`config.mk`:
```
export PLATFORM = sky130hd
export DESIGN_NAME = mem_sys_control_unit
export DESIGN_NICKNAME = d
export VERILOG_FILES = /design/src/rtl/mem_sys_control_unit.sv
export SDC_FILE = /design/constraint.sdc
export NUM_CORES = 1
export LEC_CHECK = 0
export CAP_MARGIN = 5
export CORE_MARGIN = 5
export CORE_UTILIZATION = 41
export CTS_CLUSTER_DIAMETER = 200
export DETAILED_ROUTE_END_ITERATION = 8
export PLACE_DENSITY = 0.76
export SYNTH_ARGS = -nofsm -noshare
export SYNTH_HDL_FRONTEND = slang
export SYNTH_SLANG_ARGS = --single-unit
```
`constraint.sdc`:
```
create_clock -name clk -period 4.6 [get_ports clk]
set_input_delay 0.69 -clock clk [delete_from_list [all_inputs] [get_ports clk]]
set_output_delay 0.69 -clock clk [all_outputs]
set_load 0.03 [all_outputs]
```
`src/rtl/mem_sys_control_unit.sv`:
```
// mem_sys_control_unit
//   Multi-cycle fetch / decode / execute sequencer for the memory_system
//   datapath. Every control strobe is registered: on each clock edge the
//   strobe set for the state being entered is computed and loaded together
//   with the state. Two outputs cannot be known one cycle ahead, so they are
//   decoded from the current state instead:
//     - illegal, which depends on the IR contents during DEC. The IR only
//       loads at the end of F2.
//     - the JZ PC write, which depends on the live Z flag during EX_JZ.
//
// Ports
//   clk, rst            clock (rising edge), asynchronous active-low reset
//   start               leaves IDLE when 1. Only sampled in IDLE.
//   instruction[4:0]    IR contents fed back from the datapath
//   C, N, P, Z          ALU flags. Only Z is used, by JZ.
//   ir_sclr, mar_sclr   synchronous clears of IR / MAR
//   enaf                flag register update enable
//   selop[2:0]          ALU operation
//   shamt[1:0]          shift amount
//   bank_wr_en          register bank write enable
//   busB_addr[2:0]      register bank read address
//   busC_addr[2:0]      register bank write address
//   ir_en, mar_en       IR / MAR load enables
//   mdr_en              MDR load enable
//   wr_rdn              1 = memory write, 0 = memory read
//   mdr_alu_n           busC source: 1 = MDR, 0 = ALU
//   busy                high in every state except IDLE and HALT
//   halted              high in HALT
//   illegal             one-cycle pulse in DEC on an undefined opcode
//   state_dbg[3:0]      current state encoding
module mem_sys_control_unit #(
    parameter logic [2:0] REG_PC   = 3'b000,
    parameter logic [2:0] REG_DPTR = 3'b001,
    parameter logic [2:0] REG_A    = 3'b010,
    parameter logic [2:0] REG_ACC  = 3'b111,
    parameter logic [2:0] OP_PASSB = 3'b000,
    parameter logic [2:0] OP_INCB  = 3'b001,
    parameter logic [2:0] OP_SHIFT = 3'b110
) (
    input  logic       clk,
    input  logic       rst,
    input  logic       start,
    input  logic [4:0] instruction,
    input  logic       C,
    input  logic       N,
    input  logic       P,
    input  logic       Z,
    output logic       ir_sclr,
    output logic       mar_sclr,
    output logic       enaf,
    output logic [2:0] selop,
    output logic [1:0] shamt,
    output logic       bank_wr_en,
    output logic [2:0] busB_addr,
    output logic [2:0] busC_addr,
    output logic       ir_en,
    output logic       mar_en,
    output logic       mdr_en,
    output logic       wr_rdn,
    output logic       mdr_alu_n,
    output logic       busy,
    output logic       halted,
    output logic       illegal,
    output logic [3:0] state_dbg
);

    typedef enum logic [3:0] {
        IDLE   = 4'd0,
        INIT   = 4'd1,
        F0     = 4'd2,
        F1     = 4'd3,
        F2     = 4'd4,
        DEC    = 4'd5,
        EX_ALU = 4'd6,
        EX_SH  = 4'd7,
        L0     = 4'd8,
        L1     = 4'd9,
        L2     = 4'd10,
        S0     = 4'd11,
        S1     = 4'd12,
        S2     = 4'd13,
        EX_JZ  = 4'd14,
        HALT   = 4'd15
    } state_t;

    typedef struct packed {
        logic       ir_sclr;
        logic       mar_sclr;
        logic       enaf;
        logic [2:0] selop;
        logic [1:0] shamt;
        logic       bank_wr_en;
        logic [2:0] busB_addr;
        logic [2:0] busC_addr;
        logic       ir_en;
        logic       mar_en;
        logic       mdr_en;
        logic       wr_rdn;
        logic       mdr_alu_n;
        logic       busy;
        logic       halted;
    } ctrl_t;

    state_t state, state_nxt;
    ctrl_t  ctrl;
    logic   jz_take;

    // C, N and P belong to the flag bus but no instruction branches on them.
    logic unused_flags;
    assign unused_flags = ^{C, N, P};

    function automatic logic is_legal(input logic [4:0] ins);
        logic ok;
        casez (ins)
            5'b00000, 5'b01???, 5'b100??,
            5'b11000, 5'b11001, 5'b11010, 5'b11111: ok = 1'b1;
            default:                                ok = 1'b0;
        endcase
        return ok;
    endfunction

    function automatic state_t next_of(input state_t s, input logic go,
                                       input logic [4:0] ins);
        state_t n;
        case (s)
            IDLE:   n = go ? INIT : IDLE;
            INIT:   n = F0;
            F0:     n = F1;
            F1:     n = F2;
            F2:     n = DEC;
            DEC: begin
                casez (ins)
                    5'b01???: n = EX_ALU;
                    5'b100??: n = EX_SH;
                    5'b11000: n = L0;
                    5'b11001: n = S0;
                    5'b11010: n = EX_JZ;
                    5'b11111: n = HALT;
                    default:  n = F0;   // NOP, and undefined opcodes
                endcase
            end
            L0:     n = L1;
            L1:     n = L2;
            S0:     n = S1;
            S1:     n = S2;
            HALT:   n = HALT;           // only rst leaves HALT
            default: n = F0;            // EX_ALU, EX_SH, L2, S2, EX_JZ
        endcase
        return n;
    endfunction

    // Strobe set for state s. EX_ALU / EX_SH take their op fields from the
    // instruction seen in DEC, which is the cycle this value is registered.
    function automatic ctrl_t ctrl_of(input state_t s, input logic [4:0] ins);
        ctrl_t c;
        c        = '0;
        c.busy   = (s != IDLE) && (s != HALT);
        c.halted = (s == HALT);
        case (s)
            INIT: begin
                c.ir_sclr  = 1'b1;
                c.mar_sclr = 1'b1;
            end
            F0, L0, S0: begin
                c.busB_addr = (s == F0) ? REG_PC : REG_DPTR;
                c.selop     = OP_PASSB;
                c.mar_en    = 1'b1;
            end
            F1, L1: begin
                c.wr_rdn    = 1'b0;
                c.mdr_en    = 1'b1;
                c.mdr_alu_n = 1'b1;
            end
            F2: begin
                c.ir_en      = 1'b1;
                c.busB_addr  = REG_PC;
                c.busC_addr  = REG_PC;
                c.selop      = OP_INCB;
                c.bank_wr_en = 1'b1;
            end
            EX_ALU: begin
                c.busB_addr  = REG_A;
                c.busC_addr  = REG_ACC;
                c.selop      = ins[2:0];
                c.bank_wr_en = 1'b1;
                c.enaf       = 1'b1;
            end
            EX_SH: begin
                c.busB_addr  = REG_ACC;
                c.busC_addr  = REG_ACC;
                c.selop      = OP_SHIFT;
                c.shamt      = ins[1:0];
                c.bank_wr_en = 1'b1;
                c.enaf       = 1'b1;
            end
            L2: begin
                c.busC_addr  = REG_A;
                c.mdr_alu_n  = 1'b1;
                c.bank_wr_en = 1'b1;
            end
            S1: begin
                c.busB_addr = REG_ACC;
                c.selop     = OP_PASSB;
                c.mdr_alu_n = 1'b0;
                c.mdr_en    = 1'b1;
            end
            S2: c.wr_rdn = 1'b1;
            default: ;                  // IDLE, DEC, EX_JZ, HALT: no strobes
        endcase
        return c;
    endfunction

    assign state_nxt = next_of(state, start, instruction);

    always_ff @(posedge clk or negedge rst) begin
        if (!rst) begin
            state <= IDLE;
            ctrl  <= '0;
        end else begin
            state <= state_nxt;
            ctrl  <= ctrl_of(state_nxt, instruction);
        end
    end

    // JZ taken: PC <= DPTR through the ALU pass path.
    assign jz_take    = (state == EX_JZ) && Z;

    assign ir_sclr    = ctrl.ir_sclr;
    assign mar_sclr   = ctrl.mar_sclr;
    assign enaf       = ctrl.enaf;
    assign selop      = jz_take ? OP_PASSB : ctrl.selop;
    assign shamt      = ctrl.shamt;
    assign bank_wr_en = ctrl.bank_wr_en | jz_take;
    assign busB_addr  = jz_take ? REG_DPTR : ctrl.busB_addr;
    assign busC_addr  = jz_take ? REG_PC   : ctrl.busC_addr;
    assign ir_en      = ctrl.ir_en;
    assign mar_en     = ctrl.mar_en;
    assign mdr_en     = ctrl.mdr_en;
    assign wr_rdn     = ctrl.wr_rdn;
    assign mdr_alu_n  = ctrl.mdr_alu_n;
    assign busy       = ctrl.busy;
    assign halted     = ctrl.halted;
    assign illegal    = (state == DEC) && !is_legal(instruction);
    assign state_dbg  = state;

endmodule

```
# Yosys cells after proc, flatten, opt, wreduce, memory -nomap -nowiden
# Index checks and enable logic that the tools add are counted.
# word_totals
ff_bits,26
# classes
n_eq_ne,30
n_mux,20
bitwise_logic,1
reduce_logical,14
# op_table
cell,count
4-bit == test (second input constant),13
4-bit one-hot mux with 10 select lines,1
4-bit one-hot mux with 6 select lines,1
4-bit by 3-bit == test with 1-bit output (second input constant),5
5-bit == test (second input constant),4
3-bit one-hot mux with 3 select lines,2
4-bit by 2-bit == test with 1-bit output (second input constant),4
1-bit 2-to-1 mux,10
3-bit 2-to-1 mux,3
3-bit OR reduction,3
7-bit OR reduction,1
3-bit one-hot mux with 2 select lines,1
5-bit logical NOT,1
4-bit by 1-bit == test with 1-bit output (second input constant),1
4-bit logical NOT,1
2-bit 2-to-1 mux,2
4-bit inequality test (second input constant),1
4-bit nonzero test,1
2-bit OR reduction,2
4-bit OR reduction,1
3-bit == test (second input constant),1
1-bit logical AND,3
2-bit by 1-bit == test with 1-bit output (second input constant),1
1-bit logical NOT,1
1-bit OR,1

# Depth between registers and ports, before layout
# depth
depth_word,6
ltp_mapped,8
mapped_depth_nobuf,7

# Least setup slack after synthesis
# Ideal clock, no wire load.
# synth_path
path_type,input-to-output
from,input port instruction[3]
to,output port illegal
arrival_ps,1794
path_slack_ps,2116
cell_stages,6
cell_sequence,buf_6 > inv_1 > nor2_1 > a21oi_1 > a21oi_1 > nor3_1
# synth_between
elab_chain_cells,5
word_cells_on_any_way,11
# synth_lines
item,line,text
from (decl),43,"input logic [4:0] instruction,"
"5-bit == test, or another cell as far along",114,casez (ins)
7-bit OR reduction *,114,
1-bit 2-to-1 mux *,114,
1-bit logical NOT *,243,assign illegal = (state == DEC) && !is_legal(instruction);
1-bit logical AND *,243,
to (decl),63,"output logic illegal,"
# Mark *: on every way between the ends. The rest lies on a longest branch, timed or not.

# Worst setup path after layout
# Ends and elaborated chain as after synthesis.

==> results.toml <==
[clock_network]
clk_pin_slew_worst_paths_ns = 0.12
cts_buffers = 3
clkSinkCount = 23
cts-resized-gates = 0
cts_root_buffer = "clkbuf_4"
hold_buffers = 0
insertion_delay_ns = 0.30
h-tree-depth = 1
post-cts-setup-buffer-count = 0
cts.path.max_buffers = 2
cts_tree = "done"

[sta]
maxSlewViolCount = 0
tns_ns = 0
rsz0062_at_grt = "false"
skew_ns = 0.00850
fin_crit_ns = 3.25
worst_slew_pin_slew_ns = 0.983
setup_violations = 0
min_period_over_period_pct = 70.5
hold_violations = 0
fmaxAchievable_ghz = 0.308
max-slew-margin-rel_pct = 34.3
hold_slack_ns = 0.647

[place]
hpwlAfterDp_um = 1970
port_buffers = 35
gp_congestion = 0.886
placed_area_mm2 = 0.00158

[critical_path]
r2r_start = "state_dbg[3]$_DFF_PN0_"
cp-end-kind = "primary output"
reg2regPathDepth = 6
cp.arrival_ns = 2.56
required_ns = 3.91
path_max_fanout = 9
crit_type = "in -> out"
startpoint_type = "input port"
startpoint = "instruction[3]"

[detailed_routing]
wl_um = 2540
ant_nets = 0
drtIter0Drc = 12
via_count = 999
wl_per_cell_um = 13.3
dr.pass1.iters = 4
viasPerCell = 5.26
drc = 0

[global_routing]
grt_pass1_vias = 965
grt_pass1_wl_um = 4440
globalRouteOverflowTotal = 0
antenna_found_initial = 0
grt_usage_pct = 13.0
grt_max_degree = 24

[synthesis]
synth.avg_cell_area_um2 = 9.73
syn_inst = 130
synth-seq-area-share_pct = 45.5
ys_types = 39
synth_ff_type = "dfrtp_1"
async_flop_share_pct = 100
ys_ff_latch = 23
synth_nets = 142
synth_edf_count = 0
syn-cell-area_mm2 = 0.00126
ys.warnings.count = 0

[floorplanning]
die_h_um = 65.5
ios = 39
start_util_pct = 42.1
core_area_mm2 = 0.00300
fp.dieW_um = 65.5
num_rows = 20
dieArea_mm2 = 0.00430

[layout]
fin_area_mm2 = 0.00161
layout-drive-gt1-share_pct = 8.92
final_util_pct = 53.5
nFillCells = 287
finalNetCount = 170
regMostFlops = "ctrl"
largest_reg_flops = 9
n_antenna_cell = 0
area_delta_synth_final_pct = 26.9

[min_path]
hp-class = "reg -> reg"
hold_depth = 1
worstHoldStart = "state_dbg[2]$_DFF_PN0_"

[run]
timing.max_cap.violations = 0

[status]
outcome = "finished, final reports clean"

[pwr]
vdd_drop_max_v = 0.000196
p_per_area_mw_per_mm2 = 568
leakage_nw = 0.724
[area by class of cell]
class	count	area, um2	area share, %
Sequential cell	23	576	35.9
Inverter	7	26.3	1.64
Timing Repair Buffer	35	350	21.8
Tap cell	33	41.3	2.57
Clock buffer	4	26.3	1.64
Multi-Input combinational cell	88	586	36.5
[report_power, final]
group	switching [mW]	total, mW	internal, mW	leakage, nW
Sequential	0.0511	0.305	0.253	0.307
Combinational	0.303	0.517	0.214	0.402
Clock	0.0571	0.0909	0.0338	0.0150
Total	0.411	0.913	0.501	0.724
[worst max-delay path: stages]
cell	delay (ns)
clkdlybuf4s50_1	0.63
inv_1	0.13
a21oi_1	0.15
a21oi_1	0.08
nor3_1	0.18
clkdlybuf4s50_1	0.70
[placed cells by master, fill, tap and decap left out, types with 2 or more instances in the layout]
cell             instances
xor2_1                   3
clkbuf_4                 3
nand3_1                  3
a21o_1                   4
nor3_1                   5
o21ai_0                  4
and2_1                   8
and3_4                   2
nand2_1                 10
clkdlybuf4s50_1         35
dfrtp_1                 23
and3_1                   2
nor2_1                  10
nor2b_1                  2
nand2b_1                 7
inv_1                    6
a31oi_1                  2
a21oi_1                  8
[cell families after synthesis]
family	share of synthesized area (%)
compound gates	20.0
xor+xnor	2.08
flops	45.5
simple gates	24.2
buf+inv	8.21
[metal layers]
| layer | wire length [um] | part of all wire (%) | up-vias | track usage [%] |
|---|---|---|---|---|
| met2 | 1270 | 50 | 31 | 22.9 |
| met1 | 1120 | 44 | 470 | 16.4 |
| met5 | 0 | 0 | - | 0 |
| met4 | 42 | 1.7 | 0 | 4.66 |
| met3 | 108 | 4.3 | 4 | 1.54 |
| li1 | - | - | 494 | - |
[synthesized netlist by cell type, types with 2 or more instances]
| cell | count | area, um2 |
|---|---|---|
| dfrtp_1 | 23 | 576 |
| nor3_1 | 5 | 25.0 |
| a21o_1 | 4 | 30.0 |
| and3_1 | 2 | 12.5 |
| o21ai_0 | 4 | 20.0 |
| nand3_1 | 3 | 15.0 |
| buf_4 | 5 | 37.5 |
| and2_1 | 8 | 50.1 |
| buf_2 | 5 | 25.0 |
| nor2_1 | 10 | 37.5 |
| a31oi_1 | 2 | 12.5 |
| nor2b_1 | 2 | 12.5 |
| inv_1 | 6 | 22.5 |
| nand2_1 | 10 | 37.5 |
| and3_4 | 2 | 22.5 |
| xor2_1 | 3 | 26.3 |
| a21oi_1 | 8 | 40.0 |
| nand2b_1 | 7 | 43.8 |
[final timing paths]
| check | to | slack, ns |
|---|---|---|
| setup / recovery | illegal | 1.35 |
| min in group asynchronous | halted$_DFF_PN0_ | 0.91 |
| setup reg to reg | busy$_DFF_PN0_ | 2.59 |
| max in group asynchronous | ctrl[7]$_DFF_PN0_ | 3.09 |
| hold reg to reg | mdr_en$_DFF_PN0_ | 0.65 |
| hold / removal | mdr_en$_DFF_PN0_ | 0.65 |
[metrics by stage]
stage / total power, mW / setup WS, ns / cells
floorplan: 0.672 / 2.12 / 130
global placement: 0.816 / 1.41 / 186
detailed placement: 0.828 / 1.34 / 186
CTS: 0.916 / 1.33 / 190
global route: 0.978 / 1.21 / 190
finish: 0.913 / 1.35 / 190
No activity file was read; power rests on OpenSTA's default activity.
